$ cat config.mk
export PLATFORM = sky130hd
export DESIGN_NAME = fetch_ctrl
export DESIGN_NICKNAME = d
export VERILOG_FILES = /design/src/rtl/fetch_ctrl.sv
export SDC_FILE = /design/constraint.sdc
export NUM_CORES = 1
export LEC_CHECK = 0
export CORE_MARGIN = 4
export CORE_UTILIZATION = 51
export DETAILED_ROUTE_END_ITERATION = 10
export PLACE_DENSITY = 0.93
export SETUP_SLACK_MARGIN = 0.1
export SLEW_MARGIN = 10
export SYNTH_ARGS = -nofsm -noshare
export SYNTH_HDL_FRONTEND = slang
export SYNTH_SLANG_ARGS = --single-unit
$ cat constraint.sdc
create_clock -name clk -period 5.3 [get_ports clk]
set_input_delay 1.06 -clock clk [delete_from_list [all_inputs] [get_ports clk]]
set_output_delay 1.06 -clock clk [all_outputs]
set_load 0.005 [all_outputs]
$ cat src/rtl/fetch_ctrl.sv
// Instruction-fetch controller: chooses the next PC and stalls the PC register while
// memory is not ready, and holds any redirect that arrives during a stall until the fetch completes.
module fetch_ctrl #(
    parameter logic [31:0] RESET_VECTOR = 32'h0000_0000,
    parameter int          CNT_W        = 16
) (
    input  logic             clk,
    input  logic             rst,
    input  logic [31:0]      pc,
    input  logic             imem_ready,
    input  logic             stall_hz,
    input  logic             branch_taken,
    input  logic [31:0]      branch_target,
    input  logic             jump,
    input  logic [31:0]      jump_target,
    output logic [31:0]      pc_next,
    output logic             stall_if,
    output logic             flush_id,
    output logic             imem_req,
    output logic [CNT_W-1:0] stall_count
);

    typedef enum logic [1:0] {
        BOOT     = 2'd0,
        RUN      = 2'd1,
        WAIT_MEM = 2'd2
    } state_t;

    state_t           state;
    logic             redir_pend;
    logic [31:0]      redir_pc;
    logic [CNT_W-1:0] stall_count_reg;

    logic             redirect;
    logic [31:0]      redir_target;

    // Jump wins over a simultaneously resolved branch.
    assign redirect     = jump | branch_taken;
    assign redir_target = jump ? jump_target : branch_target;

    always_comb begin
        pc_next  = pc;
        stall_if = 1'b0;
        flush_id = 1'b0;
        imem_req = 1'b0;
        if (rst) begin
            pc_next  = RESET_VECTOR;
            stall_if = 1'b1;
        end else begin
            case (state)
                BOOT: begin
                    pc_next = RESET_VECTOR;
                end
                RUN, WAIT_MEM: begin
                    imem_req = 1'b1;
                    if (!imem_ready) begin
                        stall_if = 1'b1;
                    end else if (redirect) begin
                        // A live redirect outranks both a held one and a load-use stall.
                        pc_next  = redir_target;
                        flush_id = 1'b1;
                    end else if (state == WAIT_MEM && redir_pend) begin
                        pc_next  = redir_pc;
                        flush_id = 1'b1;
                    end else if (stall_hz) begin
                        stall_if = 1'b1;
                    end else begin
                        pc_next = pc + 32'd4;
                    end
                end
                default: begin
                    pc_next = RESET_VECTOR;
                end
            endcase
        end
    end

    always_ff @(posedge clk) begin
        if (rst) begin
            state      <= BOOT;
            redir_pend <= 1'b0;
            redir_pc   <= 32'd0;
        end else begin
            case (state)
                BOOT: begin
                    state <= RUN;
                end
                RUN: begin
                    if (!imem_ready) begin
                        state <= WAIT_MEM;
                        if (redirect) begin
                            redir_pc   <= redir_target;
                            redir_pend <= 1'b1;
                        end
                    end
                end
                WAIT_MEM: begin
                    if (!imem_ready) begin
                        // Latest redirect seen during the wait is the one that sticks.
                        if (redirect) begin
                            redir_pc   <= redir_target;
                            redir_pend <= 1'b1;
                        end
                    end else begin
                        state      <= RUN;
                        redir_pend <= 1'b0;
                    end
                end
                default: begin
                    state      <= BOOT;
                    redir_pend <= 1'b0;
                end
            endcase
        end
    end

    always_ff @(posedge clk) begin
        if (rst) begin
            stall_count_reg <= '0;
        end else if (stall_if && state != BOOT && stall_count_reg != {CNT_W{1'b1}}) begin
            stall_count_reg <= stall_count_reg + CNT_W'(1);
        end
    end

    assign stall_count = stall_count_reg;

endmodule

==> impl_metrics.toml, run 1 <==
[die]
dieArea_sq_um = 10700
core_sq_um = 8760
die_h_um = 103
io_pins = 153
initial_core_util = 0.528
fp-row-count = 34
chipWidth_um = 103

[grt]
first_global_vias = 5405
grt_antenna_before_repair = 0
grt_pass1_wl_um = 28000
grt_max_degree = 57
grt-ovfl-total = 0
grt_usage = 0.331

[finish]
fin_nets = 884
areaGrowthSynthToFinish_pct = 36.0
fin_util = 0.718
largest_reg_flops = 32
drive_gt1_frac = 0.0618
diodes = 0

[clock_tree]
post_cts_buffers = 0
clkSlewWorstSetupHoldPaths_ns = 0.10
cts_inserted_buffers = 5
cts_hold_buf = 0
cts_tree = "yes"
cts_resized = 0
root_buffer = "clkbuf_8"
worstSkewPairLatency_ns = 0.31
cts_buffer_depth = 2
htree_levels = 2
cts_num_sinks = 51

[synthesis]
synth_area_sq_um = 4630
yosysUniqueCellTypes = 68
synth_edf_count = 0
synth_fp_nets = 758
postSynthAreaPerCell_sq_um = 7.11
synth.area.top_cells = "dfxtp_1 (22%), nor2_1 (6.6%), nand2_1 (5.1%)"
yosysTopAreaCell = "dfxtp_1"
yosysSeqAreaShare = 0.221
yosysMostFrequentCell = "nor2_1"
synth-simple-area-share = 0.344
synth_xor_area_frac = 0.0303
synth_top_family_by_area = "simple AND/OR/NAND/NOR gates"
yosys-top-cells-count = "nor2_1 (82), nand2_1 (63), dfxtp_1 (51)"
synth-compound-area-share = 0.276
synthDominantCellAreaShare = 0.221
synthArstFlopShare = 0
ys.warnings.count = 0
synthCells = 651
synth_adder_area_share = 0.0135
synth.area.mux_share = 0.0597
synth_top_flop_cell = "dfxtp_1"
ys_seq_elements = 51

[setup_path]
worstSetupPathType = "in -> out"
required_ns = 4.24
end_kind = "output pin"
critical_path_peak_fanout = 8
cp-start-kind = "primary input"
arrival_ns = 3.81

[timing]
max_freq_ghz = 0.205
timing.slew.headroom = 0.423
tightestPinTransition_ns = 0.864
setup_violations = 0
period_share = 0.918
period_needed_ns = 4.87
clock_skew_ns = 0.0157
slew_violations = 0
rsz0062_at_grt = "no"
setup_tns_ns = 0
hold_violations = 0
timing.hold.ws_ns = 0.503

[drt]
ant_nets = 0
post_drt_via_cell_ratio = 6.65
drtPass1Iterations = 5
wl_per_cell_um = 20.5
routed_wl_um = 18100
drc = 0
drt-initial-drc-count = 363
vias = 5882

[power_and_ir_drop]
power_density_nw_per_um2 = 183
ir_worst_vdd_v = 0.000115
p_total_mw = 1.15
p_leak_nw = 2.26

[min_path]
holdCritPathClass = "reg -> reg"

[run]
drv_cap = 0

[status]
status = "finished clean"

[placement]
gp_congestion = 0.998
dp_hpwl_um = 13600
portBuffers = 152
==> cells by family after synthesis <==
kind of cell	Yosys count
XOR/XNOR	16
AO/OA/AOI/OAI	183
flip-flops	51
AND/OR/NAND/NOR	306
buffers and inverters	63
adder cells (fa/ha/maj)	5
multiplexers	27
==> power breakdown <==
part / switching (mW) / internal [mW] / total (mW)
sequential: 0.0211 / 0.418 / 0.439
combinational: 0.250 / 0.224 / 0.474
clock: 0.134 / 0.105 / 0.240
==> cell usage in the layout, fill, tap and decap left out, types with 3 or more instances in the layout <==
cell type | synthesis | routed
xor2_1 | 11 | 11
and4_1 | 4 | 4
a41oi_1 | 4 | 4
ha_1 | 5 | 5
buf_4 | 0 | 18
nand2b_1 | 27 | 27
nor3_1 | 15 | 15
o22ai_1 | 4 | 4
clkdlybuf4s50_1 | 0 | 150
clkbuf_8 | 0 | 6
or3_1 | 4 | 4
o31ai_1 | 6 | 6
nand4_1 | 19 | 19
a31oi_1 | 14 | 14
o221a_2 | 3 | 3
o2bb2ai_1 | 3 | 3
nand2_1 | 63 | 63
nor4_1 | 10 | 10
a311oi_1 | 22 | 22
o21ai_0 | 34 | 34
a211oi_1 | 22 | 22
nand3_1 | 30 | 30
and2_1 | 8 | 8
a221o_1 | 4 | 4
and3_1 | 10 | 10
mux2i_1 | 22 | 22
nand4b_1 | 5 | 5
mux2_2 | 5 | 5
a21oi_1 | 31 | 31
nor2_1 | 82 | 82
xnor2_1 | 5 | 5
inv_1 | 10 | 10
o211ai_1 | 16 | 16
dfxtp_1 | 51 | 51
nor2b_1 | 13 | 12
==> routing by layer <==
metal | routed length, um | track usage | vias to the layer above
li1 | - | - | 2694
met1 | 7100 | 0.434 | 2762
met2 | 8690 | 0.558 | 368
met3 | 1750 | 0.0456 | 58
met4 | 599 | 0.116 | 0
met5 | 0 | 0 | -
==> critical path, stage by stage <==
cell and delay (ns):
clkdlybuf4s50_1 0.61, ha_1 0.36, and3_1 0.22, nand3_1 0.10, or4_2 0.54, a31oi_1 0.21, o221a_2 0.20, clkdlybuf4s50_1 0.51
==> final cells by class <==
type	instances	area (sq um)
timing repair buffer	170	1650
inverter	12	45.0
clock inverter	1	8.76
clock buffer	6	82.6
tap	108	135
sequential	51	1020
multi-input combinational	537	3360
fill	699	2470
==> worst paths after layout <==
| path | startpoint | endpoint | slack (ns) | cells past startpoint |
|---|---|---|---|---|
| max | pc[2] | pc_next[16] | 0.43 | 8 |
| min | stall_count[1] | stall_count[1] | 0.50 | 2 |
| max reg2reg | state[0] | stall_count[8] | 2.53 | 7 |
| min reg2reg | stall_count[1] | stall_count[1] | 0.50 | 2 |
==> through the flow <==
stage | instances | instance area, sq um | setup slack, ns
floorplan | 651 | 4630 | 1.74
global placement | 878 | 6200 | 0.505
detailed placement | 878 | 6200 | 0.475
CTS | 885 | 6290 | 0.463
global route | 885 | 6290 | 0.261
finish | 885 | 6290 | 0.432
Power figures use the tool's default switching activity.
==> inputs of run 2 (changes only) <==
--- a/config.mk
+++ b/config.mk
@@ -5,12 +5,12 @@
 export SDC_FILE = /design/constraint.sdc
 export NUM_CORES = 1
 export LEC_CHECK = 0
+export ABC_CLOCK_PERIOD_IN_PS = 5300
 export CORE_MARGIN = 4
 export CORE_UTILIZATION = 51
 export DETAILED_ROUTE_END_ITERATION = 10
 export PLACE_DENSITY = 0.93
 export SETUP_SLACK_MARGIN = 0.1
-export SLEW_MARGIN = 10
 export SYNTH_ARGS = -nofsm -noshare
 export SYNTH_HDL_FRONTEND = slang
 export SYNTH_SLANG_ARGS = --single-unit
==> results of run 2 <==
Final layout, timing and power as in run 1 (identical DEF).
